## config.mk

```make
export PLATFORM = sky130hd
export DESIGN_NAME = oam_dma
export DESIGN_NICKNAME = d
export VERILOG_FILES = /design/src/rtl/tarunes_pkg.sv /design/src/rtl/oam_dma.sv
export SDC_FILE = /design/constraint.sdc
export NUM_CORES = 1
export LEC_CHECK = 0
export CORE_ASPECT_RATIO = 2
export CORE_MARGIN = 1.5
export CORE_UTILIZATION = 48
export DETAILED_ROUTE_END_ITERATION = 8
export PLACE_DENSITY = 0.79
export SLEW_MARGIN = 20
export SYNTH_ARGS = -nofsm -noshare
export SYNTH_HDL_FRONTEND = slang
export SYNTH_SLANG_ARGS = --single-unit
```

## constraint.sdc

```tcl
create_clock -name clk -period 2.4 [get_ports clk]
set_input_delay 0.36 -clock clk [delete_from_list [all_inputs] [get_ports clk]]
set_output_delay 0.36 -clock clk [all_outputs]
set_load 0.005 [all_outputs]
```

## src/rtl/tarunes_pkg.sv

```systemverilog
// Shared tarunes definitions: CPU-visible register addresses and the OAM DMA state encoding.
package tarunes_pkg;

  localparam logic [15:0] ADDR_OAMDMA  = 16'h4014;
  localparam logic [15:0] ADDR_OAMDATA = 16'h2004;
  localparam int          OAM_XFER_LEN = 256;

  typedef enum logic [2:0] {
    IDLE,
    HALT,
    ALIGN,
    READ,
    WRITE
  } oam_dma_state_t;

endpackage

```

## src/rtl/oam_dma.sv

```systemverilog
// Sprite OAM DMA: a $4014 write halts the CPU for 513/514 CPU cycles and copies page $XX00-$XXFF to $2004.
// Optional macro OAM_DMA_CYCLE_COUNT_EN adds last_len, the ce-cycle length of the most recent transfer.
module oam_dma
  import tarunes_pkg::*;
#(
  parameter logic [15:0] DMA_REG_ADDR  = ADDR_OAMDMA,
  parameter logic [15:0] OAM_DATA_ADDR = ADDR_OAMDATA,
  parameter int          XFER_LEN      = OAM_XFER_LEN
) (
  input  logic        clk,
  input  logic        rst,
  input  logic        cpu_ce,
  input  logic [15:0] cpu_addr,
  input  logic        cpu_we,
  input  logic [7:0]  cpu_wdata,
  output logic        cpu_rdy,
  output logic        dma_active,
  output logic [15:0] dma_addr,
  output logic        dma_we,
  output logic [7:0]  dma_wdata,
`ifdef OAM_DMA_CYCLE_COUNT_EN
  output logic [9:0]  last_len,
`endif
  input  logic [7:0]  dma_rdata
);

  localparam logic [7:0] LAST_IDX = 8'(XFER_LEN - 1);

  oam_dma_state_t state, state_nxt;
  logic        parity;
  logic [7:0]  page, page_nxt;
  logic [7:0]  idx, idx_nxt;
  logic [15:0] addr_nxt;
  logic        we_nxt;
  logic [7:0]  wdata_nxt;
  logic        rdy_nxt;
  logic        active_nxt;

  // Outputs are registered from the next state so the bus sees them in the cycle the state is current.
  always_ff @(posedge clk or negedge rst) begin
    if (!rst) begin
      state      <= IDLE;
      parity     <= 1'b0;
      page       <= 8'h00;
      idx        <= 8'h00;
      cpu_rdy    <= 1'b1;
      dma_active <= 1'b0;
      dma_addr   <= 16'h0000;
      dma_we     <= 1'b0;
      dma_wdata  <= 8'h00;
    end else if (cpu_ce) begin
      state      <= state_nxt;
      parity     <= ~parity;
      page       <= page_nxt;
      idx        <= idx_nxt;
      cpu_rdy    <= rdy_nxt;
      dma_active <= active_nxt;
      dma_addr   <= addr_nxt;
      dma_we     <= we_nxt;
      dma_wdata  <= wdata_nxt;
    end
  end

  always_comb begin
    state_nxt  = state;
    page_nxt   = page;
    idx_nxt    = idx;
    wdata_nxt  = dma_wdata;
    addr_nxt   = 16'h0000;
    we_nxt     = 1'b0;
    rdy_nxt    = 1'b1;
    active_nxt = 1'b0;

    // Only IDLE looks at the trigger, so a stale $4014 strobe mid-transfer cannot restart it.
    case (state)
      IDLE: begin
        if (cpu_we && cpu_addr == DMA_REG_ADDR) begin
          page_nxt  = cpu_wdata;
          idx_nxt   = 8'h00;
          state_nxt = HALT;
        end
      end
      HALT:  state_nxt = parity ? ALIGN : READ;
      ALIGN: state_nxt = READ;
      READ: begin
        wdata_nxt = dma_rdata;
        state_nxt = WRITE;
      end
      WRITE: begin
        if (idx == LAST_IDX) begin
          state_nxt = IDLE;
        end else begin
          idx_nxt   = idx + 8'd1;
          state_nxt = READ;
        end
      end
      default: state_nxt = IDLE;
    endcase

    case (state_nxt)
      HALT, ALIGN: begin
        rdy_nxt    = 1'b0;
        active_nxt = 1'b1;
      end
      READ: begin
        rdy_nxt    = 1'b0;
        active_nxt = 1'b1;
        addr_nxt   = {page_nxt, idx_nxt};
      end
      WRITE: begin
        rdy_nxt    = 1'b0;
        active_nxt = 1'b1;
        addr_nxt   = OAM_DATA_ADDR;
        we_nxt     = 1'b1;
      end
      default: ;
    endcase
  end

`ifdef OAM_DMA_CYCLE_COUNT_EN
  logic [9:0] cyc_cnt;

  always_ff @(posedge clk or negedge rst) begin
    if (!rst) begin
      cyc_cnt  <= 10'd0;
      last_len <= 10'd0;
    end else if (cpu_ce) begin
      if (state == IDLE) begin
        cyc_cnt <= 10'd0;
      end else if (state == WRITE && idx == LAST_IDX) begin
        last_len <= cyc_cnt + 10'd1;
        cyc_cnt  <= 10'd0;
      end else begin
        cyc_cnt <= cyc_cnt + 10'd1;
      end
    end
  end
`endif

endmodule

```

Yosys cells after proc, flatten, opt, wreduce, memory -nomap -nowiden
Cells that the tools add are included.

Output and inout port bits: 27. Register bits: 47. Logic and storage cells: 38. Input port bits: 36.

Add/subtract/negate cells: 1. Bitwise logic cells: 1. Equal/unequal tests: 10. Mux-type cells: 13. Reductions and logical operators: 4.

Operator list (count): $mux W8 (4); $pmux W16 S2 (1); $eq A16 B15 Y1 const B (1); $pmux W8 S2 (1); $pmux W3 S5 (1); $eq A3 B2 Y1 const B (4); $add A8 B1 Y8 const B (1); $eq A8 B8 Y1 const B (1); $eq A3 B1 Y1 const B (2); $eq A3 B3 Y1 const B (2); $mux W1 (4); $reduce_or A4 Y1 (1); $logic_not A3 Y1 (1); $mux W3 (1); $mux W2 (1); $reduce_and A2 Y1 (1); $logic_and A1 B1 Y1 (1); $not A1 Y1 (1).

Depth between registers and ports, before layout
Gate-level depths: netlist of run 1.

Word-level depth: 7. Depth in mapped cells: 6. Depth with buffers taken out: 5.

Worst setup path before layout of run 1
Ideal clock, no wire load.

Path kind: flip-flop to flip-flop. From: reg state[1]. To: reg page[0]. Setup time: 0.128 ns. Cell stages (with the launch flop): 7. Data arrival time: 1.544 ns. Period minus slack after synthesis: 1.672 ns. Setup slack: 0.728 ns. Path through: dfrtp_1 > buf_2 > nor4_2 > and2_1 > buf_2 > nand3_4 > mux2_1.

Cells in the longest elaborated chain, start to end: 2.

RTL lines: start, declared (RTL line oam_dma.sv:29) `oam_dma_state_t state, state_nxt;`; start signal, assigned (RTL line oam_dma.sv:52) `state <= state_nxt;`; $logic_not A3 Y1 (RTL line oam_dma.sv:75) `case (state)`; $mux W8 (RTL line oam_dma.sv:75); end signal, assigned (RTL line oam_dma.sv:54) `page <= page_nxt;`; end, declared (RTL line oam_dma.sv:31) `logic [7:0] page, page_nxt;`.

Every way passes these cells. A chain may end at the register's enable or synchronous reset.

Final worst setup path of run 1
From: reg idx[0]. To: reg dma_active.

Cells in the longest elaborated chain, start to end: 6. Elaborated cells between the ends (all ways): 9. Those cells by class: eq/ne (5); mux (3); reduce/logical (1).

RTL lines: start, declared (RTL line oam_dma.sv:32) `logic [7:0] idx, idx_nxt;`; start signal, assigned (RTL line oam_dma.sv:55) `idx <= idx_nxt;`; $eq A8 B8 Y1 * (RTL line oam_dma.sv:90) `if (idx == LAST_IDX) begin`; $mux W2 * (RTL line oam_dma.sv:90); $pmux W3 S5 * (RTL line oam_dma.sv:75); $eq A3 B3 Y1, or another cell as far along (RTL line oam_dma.sv:100) `case (state_nxt)`; $reduce_or A4 Y1 (no line) *; $mux W1 * (RTL line oam_dma.sv:100); end signal, assigned (RTL line oam_dma.sv:57) `dma_active <= active_nxt;`; end, declared (RTL line oam_dma.sv:17) `output logic dma_active,`.

Mark *: on every way between the ends. The rest lies on a longest branch, timed or not.

==> impl_results.md, run 1 <==
* CTS Buf Count at 5
* Residual antenna-violating net count after detailed routing at 0
* Worst Tran Pin Value at 0.610 ns
* Area after detailed placement at 0.00306 sq mm
* Vias in the first global route at 2137
* Synthesized area divided by synthesized cell count at 10.1 sq um
* Final Wtd Congestion at 0.936
* Largest voltage drop on the vdd net at 0.000743 V
* Worst Hold Class: input port to asynchronous set/reset pin
* Number of DRC violations after detailed-routing iteration 0 at 76
* Initial antenna violation count at 0
* Aggregate routed wire length at 6040 um
* Worst Reg2Reg Path Length in Cells at 5
* Clock root buffer master: sky130_fd_sc_hd__clkbuf_8
* Hold buffers post-CTS at 0
* Arrival time at the worst endpoint at 2.11 ns
* Fraction of the yosys area taken by sequential cells at 0.501
* Post-Layout Cell Count at 352
* Die ar. at 0.00535 sq mm
* Power Dens Cells at 894 mW/mm^2
* Max Transition Viols Final at 0
* Drt first pass iters at 6
* Gates resized, CTS repair at 0
* Crit Path Category: flip-flop to flip-flop
* Unrepaired setup endpoints after global routing: no
* Die boundary width at 52.5 um
* Overall Global Routing Usage at 0.248
* Reported max-cap violation count at 0
* Period Utilization, post-route at 0.800
* Total leakage power at 1.36 nW
* Ratio of routed vias to standard cells at 5.89
* Cell area after synthesis at 0.00235 sq mm
* Area of the core region at 0.00464 sq mm
* Global-route wire length before repair at 9940 um
* EDFF count, synth at 0
* Cell count after synthesis at 232
* Cell total after placement at 344
* Starting density of the core at 0.506
* Crit end category: flip-flop
* Post-detail-place hpwl at 4440 um
* Fraction of final layout cells sized beyond drive strength 1 at 0.121
* Startpoint type of the worst setup path: flip-flop
* Most used flip-flop cell after synthesis: sky130_fd_sc_hd__dfrtp_1
* CTS tree: done
* Crit path time final at 1.92 ns
* Post-synth cell types at 59
* Maximum clock frequency at 521 MHz
* Clock latency on the worst-skew pair at 0.30 ns
* Final routed DRC violation total at 0
* Die span in y at 102 um
* Largest buffer count on any clock path at 2
* Final design area excluding fillers at 0.00319 sq mm
* Boundary pin count at 63
* Final setup violating endpoints at 0
* Clock-pin transition on the worst setup and hold timing paths at 0.08 ns
* Final net count at 333
* N_diodes at 0
* Area growth syn-to-layout at 35.8%
* Average wire length per cell after detail routing at 17.2 um
* Clock Sink Count at 47
* Flop and latch count out of synthesis at 47
* Hold_ws at 0.0644 ns
* Synthesized netlist net count at 269
* Maximum clock skew at final layout at 0.00336 ns
* Result of the run: completed
* Global route total overflow at 0
* Worst slew slack as a fraction of its limit at 0.593
* Fin. Hold Viols at 0
* Total negative slack at 0 ns
* Max FO, Critical Path at 6
* Fraction of synthesis flops using an asynchronous set or reset pin at 1.00
* Total vias in the final route at 2075
* Worst endpoint required time at 2.59 ns
* Buffers on Ports at 62
* Yosys warns at 0
* Post CTS Setup Buffer Count at 0
* Num rows at 35
* Htree depth at 2
* Largest net degree at the start of global routing at 28
==> registers in the layout (all words and copies together) (netlist names) <==
| signal | count |
|---|---|
| dma_addr | 16 |
| dma_wdata | 8 |
| idx | 8 |
| page | 8 |
| state | 3 |
| cpu_rdy | 1 |
| dma_active | 1 |
| dma_we | 1 |
| parity | 1 |
==> layer usage <==
metal,global-route usage,vias to the layer above,share of wire
met5,0,-,0
met3,0.0351,17,0.034
met4,0.124,0,0.029
li1,-,981,-
met2,0.439,60,0.56
met1,0.280,1017,0.38
==> cell usage in the layout, fill, tap and decap left out, drive strengths merged, types with 3 or more instances in the layout <==
cell and instances:
buf 11, o22ai 3, o2bb2ai 3, inv 4
nand2 36, clkdlybuf4s50 61, nand3 5, a211oi 8
dfrtp 46, and4 3, nor2 16, o31ai 4
o21ai 14, mux2 9, a31oi 12, clkbuf 6
and3 4, nand4 3, a21oi 10
==> stage by stage <==
| step | util | setup slack [ns] | total power [W] |
|---|---|---|---|
| 2_1_floorplan | - | 0.728 | 0.00168 |
| 3_3_place_gp | 0.659 | 0.297 | 0.00216 |
| 3_5_place_dp | 0.659 | 0.279 | 0.00219 |
| 4_1_cts | 0.688 | 0.512 | 0.00288 |
| 5_1_grt | 0.688 | 0.257 | 0.00302 |
| 6_report | 0.688 | 0.481 | 0.00285 |
==> cells by family (layout without fill, tap and decap cells) <==
| kind of cell | after synthesis | after routing | synth area share |
|---|---|---|---|
| buf+inv | 19 | 84 | 0.0330 |
| fa+ha+maj | 1 | 1 | 0.00532 |
| flops | 47 | 47 | 0.501 |
| xor+xnor | 2 | 2 | 0.00745 |
| simple gates | 87 | 87 | 0.205 |
| compound gates | 66 | 66 | 0.201 |
| mux | 10 | 10 | 0.0474 |
==> path summary, 6_finish.rpt <==
path | slack (ns) | endpoint | startpoint
min in group clk | 0.48 | dma_wdata[6]$_DFFE_PN0P_ | dma_wdata[6]$_DFFE_PN0P_
hold reg to reg | 0.48 | dma_wdata[6]$_DFFE_PN0P_ | dma_wdata[6]$_DFFE_PN0P_
max in group asynchronous | 1.67 | cpu_rdy$_DFFE_PN1P_ | rst
hold / removal | 0.06 | parity$_DFFE_PN0P_ | rst
setup / recovery | 0.48 | dma_active$_DFFE_PN0P_ | idx[0]$_DFFE_PN0P_
setup reg to reg | 0.48 | dma_active$_DFFE_PN0P_ | idx[0]$_DFFE_PN0P_
==> cell usage after synthesis, drive strengths merged, types with 4 or more instances <==
cell | count | area, sq um
a211oi | 8 | 70.1
a21oi | 10 | 65.1
a31oi | 12 | 75.1
and3 | 4 | 25.0
buf | 6 | 28.8
clkbuf | 9 | 33.8
dfrtp | 46 | 1150
inv | 4 | 15.0
mux2 | 9 | 101
nand2 | 36 | 135
nand3 | 5 | 37.5
nor2 | 16 | 62.6
o21ai | 14 | 73.8
o31ai | 4 | 35.0
==> layout make-up <==
class / instances / area [sq um]
flip-flops and latches: 47 / 1180
well taps: 55 / 68.8
inverters: 4 / 15.0
clock buffers: 6 / 72.6
fillers: 402 / 1450
multi-input cells: 166 / 1100
clock inverters: 2 / 60.1
repair buffers: 72 / 703
==> worst max-delay path, cell delays in order (launching register included) <==
cell,delay [ns]
sky130_fd_sc_hd__dfrtp_1,0.48
sky130_fd_sc_hd__ha_1,0.23
sky130_fd_sc_hd__nand3_1,0.13
sky130_fd_sc_hd__o21ai_1,0.48
sky130_fd_sc_hd__o21ai_0,0.26
sky130_fd_sc_hd__o22a_1,0.23
==> report_power, final <==
group          total [W]  internal [W]  switching, W
logic           0.000952      0.000515      0.000437
clock network   0.000680      0.000416      0.000264
registers        0.00122      0.000998      0.000224
No activity file was read; power rests on OpenSTA's default activity.
==> inputs of run 2 (changes only) <==
- clock period: 2.4 -> 1.9 ns (I/O delays scaled with it)
==> run 2 against run 1 <==
Net effect: utilization rose by 2.7 points; via count rose by 4.7%; sequential share of layout area is 1.4 points lower; largest power group unchanged.
==> impl_results.md, run 2 (synthesized netlist as in run 1, its figures left out) <==
* Result of the run: completed
* Startpoint type of the worst setup path: flip-flop
* Die ar. at 0.00535 sq mm (unchanged)
* Period Utilization, post-route at 0.953 (+0.154)
* Critical-path cell list: or3b_4 > a21oi_4 > nor2_2 > o31ai_1
* Worst Hold Class: flip-flop to flip-flop
* Post-detail-place hpwl at 4780 um (+7.6%)
* Top reg by flops: dma_addr
* Worst Tran Pin Value at 0.593 ns (-0.0174 ns)
* Crit end category: flip-flop
* Slowest CP cell: sky130_fd_sc_hd__dfrtp_1
* Post-Route Utilization at 0.715 (+0.0275)
* Category of cells accounting for the largest share of critical-path delay: simple AND/OR/NAND/NOR gates
* Power Dens Cells at 1080 mW/mm^2 (+21%)
* Largest net degree at the start of global routing at 29 (+3.6%)
* Most used cells in the layout excluding fill and tap cells: sky130_fd_sc_hd__clkdlybuf4s50_1 (61), sky130_fd_sc_hd__dfrtp_1 (46), sky130_fd_sc_hd__nand2_1 (36), sky130_fd_sc_hd__buf_4 (27), sky130_fd_sc_hd__nor2_1 (15)
* Post-Layout Cell Count at 371 (+5.4%)
* Die span in y at 102 um (unchanged)
* Number of cells traversed by the worst hold path at 1
* Htree depth at 2 (unchanged)
* Stages on worst setup path at 4 (-1)
* Boundary pin count at 63 (unchanged)
* Total leakage power at 1.43 nW (+5.7%)
* Area growth syn-to-layout at 41.2%
* Initial antenna violation count at 0 (unchanged)
* Clock latency on the worst-skew pair at 0.31 ns (about the same)
* N_diodes at 0 (unchanged)
* Final Wtd Congestion at 0.936 (about the same)
* Reported max-cap violation count at 0 (unchanged)
* Total vias in the final route at 2172 (+4.7%)
* Unrepaired setup endpoints after global routing: no
* Number of flip-flops under the largest register name at 16 (unchanged)
* Number of buffer and inverter stages on the critical path at 0 (unchanged)
* Fraction of final layout cells sized beyond drive strength 1 at 0.180 (+0.0592)
* Worst endpoint required time at 2.11 ns (-0.48 ns)
* Global route total overflow at 0 (unchanged)
* Final routed DRC violation total at 0 (unchanged)
* Overall Global Routing Usage at 0.262 (+0.0139)
* CTS Buf Count at 5 (unchanged)
* Worst Reg2Reg Path Length in Cells at 4 (-1)
* Starting density of the core at 0.506 (unchanged)
* Max FO, Critical Path at 10 (+4)
* Aggregate routed wire length at 6380 um (+5.7%)
* CTS tree: done
* Total negative slack at 0 ns (unchanged)
* Final setup violating endpoints at 0 (unchanged)
* Residual antenna-violating net count after detailed routing at 0 (unchanged)
* Drt first pass iters at 4 (-2)
* Area of the core region at 0.00464 sq mm (unchanged)
* Maximum clock frequency at 552 MHz (+5.9%)
* Average wire length per cell after detail routing at 17.2 um (+0.32%)
* Clock-pin transition on the worst setup and hold timing paths at 0.09 ns (about the same)
* Clock root buffer master: sky130_fd_sc_hd__clkbuf_8
* Final net count at 352 (+5.7%)
* Ratio of routed vias to standard cells at 5.85 (-0.69%)
* Crit path time final at 1.81 ns (-0.107 ns)
* Global-route wire length before repair at 10300 um (+4.0%)
* Vias in the first global route at 2243 (+5.0%)
* Arrival time at the worst endpoint at 2.02 ns (-0.09 ns)
* Maximum clock skew at final layout at 0.00686 ns (+0.00349 ns)
* Num rows at 35 (unchanged)
* Number of DRC violations after detailed-routing iteration 0 at 55 (-28%)
* Largest voltage drop on the vdd net at 0.000703 V (-5.3%)
* Die boundary width at 52.5 um (unchanged)
* Commonest non-fill, non-tap cell in the layout: sky130_fd_sc_hd__clkdlybuf4s50_1
* Fin. Hold Viols at 0 (unchanged)
* Largest buffer count on any clock path at 2 (unchanged)
* Max Transition Viols Final at 0 (unchanged)
* Hold_ws at 0.481 ns (+0.416 ns)
* Crit Path Category: flip-flop to flip-flop
* Buffers on Ports at 62 (unchanged)
* Worst slew slack as a fraction of its limit at 0.605 (+0.0116)
* Max stage delay on crit path at 0.52 ns (+0.04 ns)
* Clock Sink Count at 47 (unchanged)
* Filler Cell Count at 356 (-11%)
* Cell total after placement at 360 (+4.7%)
run 2: cell count changes in the layout (fill, tap and decap cells not counted):
cell | previous run | this run
sky130_fd_sc_hd__clkbuf_8 | 5 | 6
sky130_fd_sc_hd__nor4bb_1 | 1 | 0
sky130_fd_sc_hd__o21ai_0 | 6 | 5
sky130_fd_sc_hd__buf_4 | 9 | 27
sky130_fd_sc_hd__nor3_2 | 1 | 0
sky130_fd_sc_hd__clkbuf_1 | 1 | 0
sky130_fd_sc_hd__bufinv_16 | 2 | 0
sky130_fd_sc_hd__o21ai_2 | 1 | 2
sky130_fd_sc_hd__clkinvlp_4 | 0 | 1
sky130_fd_sc_hd__nor3_4 | 0 | 1
sky130_fd_sc_hd__dlygate4sd3_1 | 0 | 1
sky130_fd_sc_hd__nor4bb_2 | 0 | 1
sky130_fd_sc_hd__clkinv_4 | 0 | 1
run 2: final cells by class:
| cell class | count | area [sq um] | area share |
|---|---|---|---|
| Inverter | 4 | 15.0 | 0.00452 |
| Clock inverter | 2 | 16.3 | 0.00490 |
| Tap cell | 55 | 68.8 | 0.0207 |
| Multi-Input combinational cell | 166 | 1110 | 0.335 |
| Timing Repair Buffer | 91 | 848 | 0.255 |
| Sequential cell | 47 | 1180 | 0.355 |
| Clock buffer | 6 | 82.6 | 0.0249 |
run 2: final timing paths:
path                                             to  slack, ns                  from
setup / recovery            dma_addr[5]$_DFFE_PN0P_       0.09  state[0]$_DFFE_PN0P_
hold / removal                   parity$_DFFE_PN0P_       0.48    parity$_DFFE_PN0P_
setup reg to reg            dma_addr[5]$_DFFE_PN0P_       0.09  state[0]$_DFFE_PN0P_
hold reg to reg                  parity$_DFFE_PN0P_       0.48    parity$_DFFE_PN0P_
max in group asynchronous  dma_addr[13]$_DFFE_PN0P_       0.79                   rst
min in group asynchronous    dma_active$_DFFE_PN0P_       0.51                   rst
run 2: metal layers:
metal / share of wire / up-vias / track usage
li1: - / 1016 / -
met1: 0.36 / 1070 / 0.279
met2: 0.58 / 71 / 0.475
met3: 0.039 / 15 / 0.0395
met4: 0.028 / 0 / 0.138
met5: 0 / - / 0
run 2: worst register-to-register path, delay by kind of cell (launching register included):
kind / cells / cell delay [ns]
flops: 1 / 0.52
compound gates: 2 / 0.56
simple gates: 2 / 0.64
run 2: what timing repair did:
item | 4_1_cts | 5_1_grt
hold buffers | 1 | 0
gates resized for setup | 0 | 4
hold endpoints to repair | 23 | 0
setup buffers | 0 | 2
endpoints found under the setup margin | 0 | 10
run 2: through the flow:
stage	setup WS, ns	instance area, sq um	total power [W]
finish	0.0885	3320	0.00359
global route	0.0267	3320	0.00382
CTS	0.0596	3290	0.00358
detailed placement	-0.232	3180	0.00292
global placement	-0.151	3180	0.00288
floorplan	0.228	2350	0.00212
run 2: where the power goes:
part	total, W	switching, W	internal [W]
combinational	0.00146	0.000676	0.000783
clock	0.000654	0.000356	0.000297
sequential	0.00148	0.000221	0.00126
total	0.00359	0.00125	0.00234
==> inputs of run 3 (changes only) <==
--- a/config.mk
+++ b/config.mk
@@ -8,3 +8,3 @@
 export CORE_ASPECT_RATIO = 2
-export CORE_MARGIN = 1.5
+export CORE_MARGIN = 5
 export CORE_UTILIZATION = 48
==> constraint.sdc (replaced) <==
create_clock -name clk -period 1.9 [get_ports clk]
set_input_delay 0.475 -clock clk [delete_from_list [all_inputs] [get_ports clk]]
set_output_delay 0.475 -clock clk [all_outputs]
set_load 0.005 [all_outputs]
==> run 3 against run 2 <==
Net effect: cell count decreased by 0.81%; cell area down 0.23%; wire length fell by 2.4%; worst hold slack lost 0.35 ns; critical path type is now input port to flip-flop; highest routed layer unchanged.
==> impl_results.md, run 3 (synthesized netlist as in run 1, its figures left out) <==
* Result of the run: completed
* Initial antenna violation count at 0 (unchanged)
* Worst Tran Pin Value at 0.376 ns (-0.217 ns)
* Final Wtd Congestion at 0.889 (-5.0%)
* Final net count at 347 (-1.4%)
* Final routed DRC violation total at 0 (unchanged)
* Reg-to-Reg Start: state[0]$_DFFE_PN0P_
* Hold buffers post-CTS at 0 (-1)
* Post-Route Utilization at 0.687 (-0.0279)
* Most used cells in the layout excluding fill and tap cells: sky130_fd_sc_hd__clkdlybuf4s50_1 (61), sky130_fd_sc_hd__dfrtp_1 (45), sky130_fd_sc_hd__nand2_1 (36), sky130_fd_sc_hd__buf_4 (21), sky130_fd_sc_hd__nor2_1 (15)
* Hold_ws at 0.129 ns (-0.352 ns)
* Largest buffer count on any clock path at 2 (unchanged)
* Commonest non-fill, non-tap cell in the layout: sky130_fd_sc_hd__clkdlybuf4s50_1
* Ratio of routed vias to standard cells at 5.82 (-0.62%)
* Area of the core region at 0.00482 sq mm (+3.8%)
* Post CTS Setup Buffer Count at 0 (unchanged)
* Boundary pin count at 63 (unchanged)
* Crit end category: flip-flop
* Clock latency on the worst-skew pair at 0.30 ns (about the same)
* Maximum clock skew at final layout at 0.0128 ns (+0.00596 ns)
* Max FO, Critical Path at 8 (-2)
* Global route total overflow at 0 (unchanged)
* Startpoint type of the worst setup path: input port
* Starting density of the core at 0.488 (-0.0187)
* Reg2reg setup slack at 0.13 ns (+0.04 ns)
* Top reg by flops: dma_addr
* Clock root buffer master: sky130_fd_sc_hd__clkbuf_8
* CTS Buf Count at 5 (unchanged)
* Critical-path cell list: clkdlybuf4s50_1 > nor4_2 > and3_4 > buf_4 > a31oi_1 > a211oi_1
* CTS tree: done
* Htree depth at 2 (unchanged)
* Die ar. at 0.00648 sq mm (+21%)
* Total negative slack at 0 ns (unchanged)
* Largest voltage drop on the vdd net at 0.000949 V (+35%)
* Fin. Hold Viols at 0 (unchanged)
* Worst endpoint required time at 2.10 ns (about the same)
* Total vias in the final route at 2141 (-1.4%)
* Period Utilization, post-route at 0.975 (+0.0219)
* Arrival time at the worst endpoint at 2.06 ns (+0.04 ns)
* Gates resized, CTS repair at 0 (unchanged)
* Fraction of final layout cells sized beyond drive strength 1 at 0.177 (-0.00353)
* Die boundary width at 59.5 um (+13%)
* Clock-pin transition on the worst setup and hold timing paths at 0.09 ns (about the same)
* Cell total after placement at 360 (unchanged)
* Overall Global Routing Usage at 0.205 (-0.0566)
* Worst slew slack as a fraction of its limit at 0.749 (+0.144)
* Clock Sink Count at 47 (unchanged)
* Maximum clock frequency at 540 MHz (-2.3%)
* Reported max-cap violation count at 0 (unchanged)
* Aggregate routed wire length at 6230 um (-2.4%)
* Die span in y at 109 um (+6.9%)
* Slowest CP cell: sky130_fd_sc_hd__clkdlybuf4s50_1
* Worst Hold Class: input port to asynchronous set/reset pin
* Post-detail-place hpwl at 4660 um (-2.6%)
* Total leakage power at 1.41 nW (-1.4%)
* Post-Layout Cell Count at 368 (-0.81%)
* Worst reg2reg path endpoint: dma_addr[12]$_DFFE_PN0P_
* Crit path time final at 1.85 ns (+0.0417 ns)
* Max Transition Viols Final at 0 (unchanged)
* Worst Reg2Reg Path Length in Cells at 5 (+1)
* Drt first pass iters at 4 (unchanged)
* Area growth syn-to-layout at 40.9%
* Largest net degree at the start of global routing at 48 (+66%)
* Vias in the first global route at 2126 (-5.2%)
* Global-route wire length before repair at 9980 um (-3.5%)
* Final setup violating endpoints at 0 (unchanged)
* Buffers on Ports at 62 (unchanged)
* Max stage delay on crit path at 0.43 ns (-0.09 ns)
* Power Dens Cells at 1060 mW/mm^2 (-2.5%)
* Num rows at 36 (+2.9%)
* N_diodes at 0 (unchanged)
* Residual antenna-violating net count after detailed routing at 0 (unchanged)
* Number of DRC violations after detailed-routing iteration 0 at 91 (+65%)
* Crit Path Category: input port to flip-flop
* Number of flip-flops under the largest register name at 16 (unchanged)
* Average wire length per cell after detail routing at 16.9 um (-1.6%)
==> run 3: cell count changes in the layout (fill, tap and decap cells not counted), sizes merged <==
cell / before / now
clkinvlp: 1 / 0
buf: 29 / 25
clkbuf: 6 / 7
dlygate4sd3: 1 / 0
==> run 3: layer usage <==
metal | GRT usage | part of all wire | vias to the layer above
met5 | 0 | 0 | -
met2 | 0.372 | 0.58 | 76
met3 | 0.0320 | 0.047 | 10
met1 | 0.232 | 0.36 | 1044
met4 | 0.0762 | 0.015 | 0
li1 | - | - | 1011
==> run 3: through the flow <==
step	setup WS [ns]	total power [W]	instance area (sq um)
5_1_grt	-0.0330	0.00373	3310
3_5_place_dp	-0.328	0.00288	3190
4_1_cts	0.00295	0.00352	3290
2_1_floorplan	0.193	0.00212	2350
6_report	0.0468	0.00350	3310
3_3_place_gp	-0.254	0.00285	3190
==> run 3: report_power, final <==
part / switching (W) / total (W) / internal, W
clock network: 0.000334 / 0.000633 / 0.000299
logic: 0.000603 / 0.00135 / 0.000747
registers: 0.000252 / 0.00152 / 0.00126
==> run 3: layout make-up <==
| type | count | area, sq um |
|---|---|---|
| sequential | 47 | 1180 |
| inverter | 4 | 15.0 |
| tap | 57 | 71.3 |
| clock buffer | 7 | 86.3 |
| multi-input combinational | 166 | 1120 |
| fill | 371 | 1510 |
| timing repair buffer | 86 | 833 |
| clock inverter | 1 | 8.76 |
==> run 3: worst max-delay path by stage <==
| stage | end | slack [ns] | from | cells after the start |
|---|---|---|---|---|
| global route | dma_addr[15]$_DFFE_PN0P_ | -0.03 | cpu_addr[8] | 6 |
| CTS | dma_addr[12]$_DFFE_PN0P_ | 0.003 | cpu_addr[14] | 6 |
| global placement | page[4]$_DFFE_PN0P_ | -0.25 | cpu_addr[14] | 5 |
| finish | dma_addr[12]$_DFFE_PN0P_ | 0.05 | cpu_addr[8] | 6 |
| floorplan | page[0]$_DFFE_PN0P_ | 0.19 | cpu_addr[8] | 5 |
| detailed placement | dma_addr[12]$_DFFE_PN0P_ | -0.33 | cpu_addr[14] | 6 |
==> run 3: critical path: cells and delay by family <==
kind	cells	cell delay, ns
and+or+nand+nor	2	0.62
buffers and inverters	2	0.59
AOI/OAI and AO/OA	2	0.37
